<file path="config.mk">
export PLATFORM = sky130hd
export DESIGN_NAME = rom_loader
export DESIGN_NICKNAME = d
export VERILOG_FILES = /design/src/rtl/rom_loader_pkg.sv /design/src/rtl/rom_loader_timer.sv /design/src/rtl/rom_loader.sv
export SDC_FILE = /design/constraint.sdc
export NUM_CORES = 1
export LEC_CHECK = 0
export BUFFER_PORTS_ARGS = -buffer_cell sky130_fd_sc_hd__buf_4
export CAP_MARGIN = 20
export CORE_UTILIZATION = 58
export DETAILED_ROUTE_END_ITERATION = 8
export PLACE_DENSITY = 0.78
export SYNTH_ARGS = -nofsm -noshare
export SYNTH_HDL_FRONTEND = slang
export SYNTH_HIERARCHICAL = 1
export SYNTH_SLANG_ARGS = --single-unit
</file>
<file path="constraint.sdc">
create_clock -name CLK -period 7.4 [get_ports CLK]
set_input_delay 1.48 -clock CLK [delete_from_list [all_inputs] [get_ports CLK]]
set_output_delay 1.48 -clock CLK [all_outputs]
set_load 0.02 [all_outputs]
</file>
<file path="src/rtl/rom_loader_pkg.sv">
// Shared types and constants for the Hack ROM loader: FSM state encoding,
// host command bytes and reply bytes.
package rom_loader_pkg;

  typedef enum logic [3:0] {
    ST_IDLE    = 4'd0,
    ST_CNT_HI  = 4'd1,
    ST_CNT_LO  = 4'd2,
    ST_DAT_HI  = 4'd3,
    ST_DAT_LO  = 4'd4,
    ST_WRITE   = 4'd5,
    ST_CHK     = 4'd6,
    ST_TX      = 4'd7,
    ST_TX_WAIT = 4'd8,
    ST_DRAIN   = 4'd9
  } state_t;

  localparam logic [7:0] DEF_CMD_LOAD = 8'h4C;
  localparam logic [7:0] DEF_CMD_RUN  = 8'h52;
  localparam logic [7:0] DEF_CMD_STOP = 8'h53;
  localparam logic [7:0] DEF_RSP_OK   = 8'h4B;
  localparam logic [7:0] DEF_RSP_ERR  = 8'h45;

  // States in which the inter-byte timer is counting.
  function automatic logic is_timed(input state_t s);
    return (s == ST_CNT_HI) || (s == ST_CNT_LO) || (s == ST_DAT_HI) ||
           (s == ST_DAT_LO) || (s == ST_WRITE)  || (s == ST_CHK)    ||
           (s == ST_DRAIN);
  endfunction

endpackage

</file>
<file path="src/rtl/rom_loader_timer.sv">
// Inter-byte timeout: reloads on restart, counts down while running and
// flags the cycle in which TIMEOUT_CYCLES idle cycles have elapsed.
module loader_timer #(
  parameter int TIMEOUT_CYCLES = 10_000_000
) (
  input  logic CLK,
  input  logic i_reset_n,
  input  logic i_restart,
  input  logic i_run,
  output logic o_expired
);

  localparam int TW = $clog2(TIMEOUT_CYCLES + 1);

  logic [TW-1:0] remaining;

  always_ff @(posedge CLK or negedge i_reset_n) begin
    if (!i_reset_n) begin
      remaining <= '0;
    end else if (i_restart) begin
      remaining <= TW'(TIMEOUT_CYCLES);
    end else if (i_run && remaining != '0) begin
      remaining <= remaining - TW'(1);
    end
  end

  // Fires on the last idle cycle so the owner reacts on that same edge.
  assign o_expired = i_run && !i_restart && (remaining == TW'(1));

endmodule

</file>
<file path="src/rtl/rom_loader.sv">
// UART-driven loader for the Hack program ROM plus CPU run/stop control.
// Define ROM_LOADER_CHECKSUM_EN to require a trailing 8-bit sum byte per load.
module rom_loader
  import rom_loader_pkg::*;
#(
  parameter int         ROM_DEPTH      = 256,
  parameter int         TIMEOUT_CYCLES = 10_000_000,
  parameter logic [7:0] CMD_LOAD       = DEF_CMD_LOAD,
  parameter logic [7:0] CMD_RUN        = DEF_CMD_RUN,
  parameter logic [7:0] CMD_STOP       = DEF_CMD_STOP,
  parameter logic [7:0] RSP_OK         = DEF_RSP_OK,
  parameter logic [7:0] RSP_ERR        = DEF_RSP_ERR
) (
  input  logic        CLK,
  input  logic        i_reset_n,
  input  logic [7:0]  i_UART_byte,
  input  logic        i_UART_byte_ready,
  output logic [7:0]  o_UART_byte,
  output logic        o_UART_byte_ready,
  input  logic        i_UART_byte_sent,
  output logic [15:0] o_ROM_addr,
  output logic [15:0] o_ROM_data,
  output logic        o_ROM_write,
  output logic        o_mode,
  output logic        o_busy,
  output logic [3:0]  o_dbg_state
);

  // Handshakes: i_UART_byte_ready and i_UART_byte_sent are single-cycle
  // pulses with no back-pressure; o_UART_byte_ready pulses once per reply and
  // o_UART_byte is held until the matching i_UART_byte_sent.

  localparam logic [16:0] DEPTH_W = 17'(ROM_DEPTH);

  state_t      state;
  logic [7:0]  cnt_hi;
  logic [7:0]  dat_hi;
  logic [7:0]  hold_byte;
  logic        hold_valid;
  logic        drain_after;
  logic [15:0] n_words;
  logic [15:0] idx;
  logic [15:0] idx_next;
  logic [15:0] cnt_word;
  logic        cmd_valid;
  logic [7:0]  cmd_byte;
  logic        tmr_run;
  logic        tmr_restart;
  logic        tmr_expired;
  logic        chk_ok;

`ifdef ROM_LOADER_CHECKSUM_EN
  localparam logic CHK_EN = 1'b1;
  logic [7:0] sum;

  always_ff @(posedge CLK or negedge i_reset_n) begin
    if (!i_reset_n) begin
      sum <= '0;
    end else if (state == ST_IDLE) begin
      sum <= '0;
    end else if (i_UART_byte_ready &&
                 (state == ST_CNT_HI || state == ST_CNT_LO ||
                  state == ST_DAT_HI || state == ST_DAT_LO)) begin
      sum <= sum + i_UART_byte;
    end
  end

  assign chk_ok = (i_UART_byte == sum);
`else
  localparam logic CHK_EN = 1'b0;
  assign chk_ok = 1'b0;
`endif

  assign tmr_run     = is_timed(state);
  assign tmr_restart = i_UART_byte_ready || !tmr_run;

  loader_timer #(
    .TIMEOUT_CYCLES(TIMEOUT_CYCLES)
  ) u_timer (
    .CLK       (CLK),
    .i_reset_n (i_reset_n),
    .i_restart (tmr_restart),
    .i_run     (tmr_run),
    .o_expired (tmr_expired)
  );

  // A byte parked during a reply takes priority over a fresh one in IDLE.
  assign cmd_valid = hold_valid || i_UART_byte_ready;
  assign cmd_byte  = hold_valid ? hold_byte : i_UART_byte;
  assign cnt_word  = {cnt_hi, i_UART_byte};
  assign idx_next  = idx + 16'd1;

  assign o_busy      = (state != ST_IDLE);
  assign o_dbg_state = state;

  always_ff @(posedge CLK or negedge i_reset_n) begin
    if (!i_reset_n) begin
      state             <= ST_IDLE;
      cnt_hi            <= '0;
      dat_hi            <= '0;
      hold_byte         <= '0;
      hold_valid        <= 1'b0;
      drain_after       <= 1'b0;
      n_words           <= '0;
      idx               <= '0;
      o_UART_byte       <= '0;
      o_UART_byte_ready <= 1'b0;
      o_ROM_addr        <= '0;
      o_ROM_data        <= '0;
      o_ROM_write       <= 1'b0;
      o_mode            <= 1'b0;
    end else begin
      o_UART_byte_ready <= 1'b0;
      o_ROM_write       <= 1'b0;
      case (state)
        ST_IDLE: begin
          if (hold_valid) begin
            hold_valid <= i_UART_byte_ready;
            if (i_UART_byte_ready) hold_byte <= i_UART_byte;
          end
          if (cmd_valid) begin
            if (cmd_byte == CMD_LOAD) begin
              o_mode      <= 1'b0;
              idx         <= '0;
              drain_after <= 1'b0;
              state       <= ST_CNT_HI;
            end else if (cmd_byte == CMD_RUN) begin
              o_mode            <= 1'b1;
              o_UART_byte       <= RSP_OK;
              o_UART_byte_ready <= 1'b1;
              state             <= ST_TX;
            end else if (cmd_byte == CMD_STOP) begin
              o_mode            <= 1'b0;
              o_UART_byte       <= RSP_OK;
              o_UART_byte_ready <= 1'b1;
              state             <= ST_TX;
            end
          end
        end
        ST_CNT_HI: begin
          if (i_UART_byte_ready) begin
            cnt_hi <= i_UART_byte;
            state  <= ST_CNT_LO;
          end else if (tmr_expired) begin
            o_UART_byte       <= RSP_ERR;
            o_UART_byte_ready <= 1'b1;
            state             <= ST_TX;
          end
        end
        ST_CNT_LO: begin
          if (i_UART_byte_ready) begin
            n_words <= cnt_word;
            if (cnt_word == 16'd0) begin
              if (CHK_EN) begin
                state <= ST_CHK;
              end else begin
                o_UART_byte       <= RSP_OK;
                o_UART_byte_ready <= 1'b1;
                state             <= ST_TX;
              end
            end else if ({1'b0, cnt_word} > DEPTH_W) begin
              o_UART_byte       <= RSP_ERR;
              o_UART_byte_ready <= 1'b1;
              drain_after       <= 1'b1;
              state             <= ST_TX;
            end else begin
              state <= ST_DAT_HI;
            end
          end else if (tmr_expired) begin
            o_UART_byte       <= RSP_ERR;
            o_UART_byte_ready <= 1'b1;
            state             <= ST_TX;
          end
        end
        ST_DAT_HI: begin
          if (i_UART_byte_ready) begin
            dat_hi <= i_UART_byte;
            state  <= ST_DAT_LO;
          end else if (tmr_expired) begin
            o_UART_byte       <= RSP_ERR;
            o_UART_byte_ready <= 1'b1;
            state             <= ST_TX;
          end
        end
        ST_DAT_LO: begin
          if (i_UART_byte_ready) begin
            o_ROM_write <= 1'b1;
            o_ROM_addr  <= idx;
            o_ROM_data  <= {dat_hi, i_UART_byte};
            state       <= ST_WRITE;
          end else if (tmr_expired) begin
            o_UART_byte       <= RSP_ERR;
            o_UART_byte_ready <= 1'b1;
            state             <= ST_TX;
          end
        end
        ST_WRITE: begin
          idx <= idx_next;
          if (idx_next == n_words) begin
            if (CHK_EN) begin
              state <= ST_CHK;
            end else begin
              o_UART_byte       <= RSP_OK;
              o_UART_byte_ready <= 1'b1;
              state             <= ST_TX;
            end
          end else begin
            state <= ST_DAT_HI;
          end
        end
        ST_CHK: begin
          if (i_UART_byte_ready || tmr_expired) begin
            o_UART_byte       <= (i_UART_byte_ready && chk_ok) ? RSP_OK : RSP_ERR;
            o_UART_byte_ready <= 1'b1;
            state             <= ST_TX;
          end
        end
        ST_TX, ST_TX_WAIT: begin
          // Bytes heading into DRAIN are garbage from the rejected frame.
          if (i_UART_byte_ready && !drain_after) begin
            hold_byte  <= i_UART_byte;
            hold_valid <= 1'b1;
          end
          if (state == ST_TX) begin
            state <= ST_TX_WAIT;
          end else if (i_UART_byte_sent) begin
            state <= drain_after ? ST_DRAIN : ST_IDLE;
          end
        end
        ST_DRAIN: begin
          if (tmr_expired) begin
            drain_after <= 1'b0;
            state       <= ST_IDLE;
          end
        end
        default: state <= ST_IDLE;
      endcase
    end
  end

endmodule
</file>
==> qor.txt <==
Min-Delay Path Class = reg2reg
Layout Nets = 708
Non-Filler Instances = 845
asr flop ratio synth = 1.00
initial antenna violation count = 0
Root Buffer = clkbuf_16
vias in the first global route = 4979
largest net degree at the start of global routing = 78
Max clock buf depth = 2
final clock skew = 10.6 ps
maximum VDD drop = 0.286 mV
DR vias = 5183
max_slew headroom = 0.375
count of hold buffers inserted by post-cts repair = 0
CP required = 7700 ps
final wirelength = 14800 um
drt pass-1 iters = 5
clock-pin transition on the worst setup and hold timing paths = 60 ps
Startpoint Class = flop
number of DRC markers in iteration 0 = 251
placer congestion estimate = 0.863
TritonCTS buffer count = 17
CP Capture Type = flop
Ys Warns = 6
Cell Rows = 38
CTS tree = built
vias per cell = 6.13
post-route ant nets = 0
total grt overflow = 0
commonest cells after routing, fill and taps aside = 129 x dfrtp_1, 65 x mux2_2, 62 x nand2_1, 62 x buf_4, 49 x nor2_1
I/O Pins = 60
status = finished clean
Tcrit/Tclk final = 0.651
Die H = 109 um
Final WS setup = 2580 ps
syn_area_per_cell = 10.3 um2
PwrDens = 453 nW/um2
register area share after synthesis = 0.490
critical path fanouts, max = 30
Synth cell types = 67
post-route minimum period = 4820 ps
syn_nets = 657
reg2reg setup slack = 2580 ps
Cell Area, Synth = 6590 um2
Gate Count Post-Synth = 641
Slew Viols, Final = 0
DPL Wire Length = 10100 um
die area = 11800 um2
Starting Density = 0.602
proportion of layout cells with a drive suffix above 1 = 0.251
Slew @ Worst Pin = 935 ps
first-pass GRT wire length = 24600 um
unrepaired setup endpoints after global routing = no
final-report setup violation count = 0
Core Area = 10900 um2
Layout area overhead = 17.5%
H-tree levels = 4
dpl ws = 2590 ps
Crit Path Class = reg2reg
DRC Markers = 0
Post-synth EDFFs = 0
register bit total from synthesis = 129
clk_lat worst skew = 420 ps
final hold vios = 0
Sink Count = 129
most common cell after layout, fill and taps aside = dfrtp_1
Antenna Cells = 0
postcts setup bufs = 0
WL/cell = 17.5 um
TNS Setup = 0 ps
P_leak = 3.28 nW
Post-synth top flop = dfrtp_1
FMAX = 0.208 GHz
IO buf count = 59
post-cts sizing count = 0
max-cap violations = 0
placed cells = 812
GRT Total Usage = 0.274
CP arrival = 5110 ps
Die X-Extent = 109 um
-- registers in the layout, summed over array words and instances, names as in the netlist --
| name | flops |
|---|---|
| cnt_hi | 8 |
| dat_hi | 8 |
| drain_after | 1 |
| hold_byte | 8 |
| hold_valid | 1 |
| idx | 16 |
| n_words | 16 |
| o_ROM_addr | 16 |
| o_ROM_data | 16 |
| o_ROM_write | 1 |
| o_UART_byte | 8 |
| o_UART_byte_ready | 1 |
| o_dbg_state | 4 |
| o_mode | 1 |
| u_timer/remaining | 24 |
-- where the power goes --
| group | leakage [nW] | internal (mW) | switching [mW] |
|---|---|---|---|
| registers | 1.60 | 0.988 | 0.305 |
| logic | 1.39 | 0.637 | 0.738 |
| clock network | 0.289 | 0.534 | 0.305 |
-- worst max-delay path, cell delays in order, from the launching register on --
cell and delay [ps]:
dfrtp_1 770, nor3_1 260, a221oi_1 590, nand2_1 700
or4bb_1 690, nor4_1 210, buf_4 230, inv_1 80
a31oi_1 250, a21o_1 150, o2111ai_1 130, a21oi_1 280
mux2_2 370
-- area by class of cell --
class,instances,area [um2]
Multi-Input combinational cell,468,3190
Sequential cell,129,3230
Fill cell,801,3190
Tap cell,140,175
Clock inverter,10,126
Inverter,13,48.8
Timing Repair Buffer,63,493
Clock buffer,22,484
-- metal layers --
layer | routed length, um | global-route usage
met1 | 6640 | 0.366
met2 | 7210 | 0.442
met3 | 607 | 0.0524
met4 | 304 | 0.108
met5 | 0 | 0
-- final timing paths --
kind,start,to,depth (start not counted)
worst max-delay path,o_dbg_state[1],o_UART_byte[2],12
worst min-delay path,dat_hi[0],o_ROM_data[8],2
worst max register to register,o_dbg_state[1],o_UART_byte[2],12
worst min register to register,dat_hi[0],o_ROM_data[8],2
max in group asynchronous,i_reset_n,idx[12],3
min in group asynchronous,i_reset_n,idx[7],1
-- cells in the mapped netlist, drive strengths merged, types with 6 or more instances --
cell    count  share of area
mux2       65           0.11
nor4       22          0.025
and3        8         0.0078
nand2b      6         0.0068
nor2       50          0.029
a21oi      25          0.019
dfrtp     129           0.49
nor3       19          0.014
o21ai      43          0.033
and2        6         0.0057
xor2       13          0.017
inv        11         0.0063
nand4       7         0.0089
o211ai      6         0.0068
clkbuf     26          0.015
nand2      62          0.035
xnor2      20          0.027
o31ai      11          0.013
or3        15          0.014
nand3      12         0.0099
nor2b       9         0.0085
or4        10          0.013
-- cell families (layout without fill, tap and decap cells) --
group | after synthesis | count (layout) | share of synthesized area
buf+inv | 44 | 108 | 0.0262
compound gates | 120 | 120 | 0.116
flops | 129 | 129 | 0.490
simple gates | 241 | 241 | 0.198
fa+ha+maj | 4 | 4 | 0.00760
mux | 70 | 70 | 0.119
xor+xnor | 33 | 33 | 0.0439
-- through the flow --
stage	hold WS [ps]	power [mW]	util	instance area (um2)
after floorplan	433	2.23	-	6590
after global placement	444	2.60	0.650	7100
after detailed placement	457	2.66	0.650	7100
after CTS	470	3.52	0.705	7710
after global routing	484	3.73	0.708	7740
final	470	3.51	0.708	7740
Power figures use the tool's default switching activity.
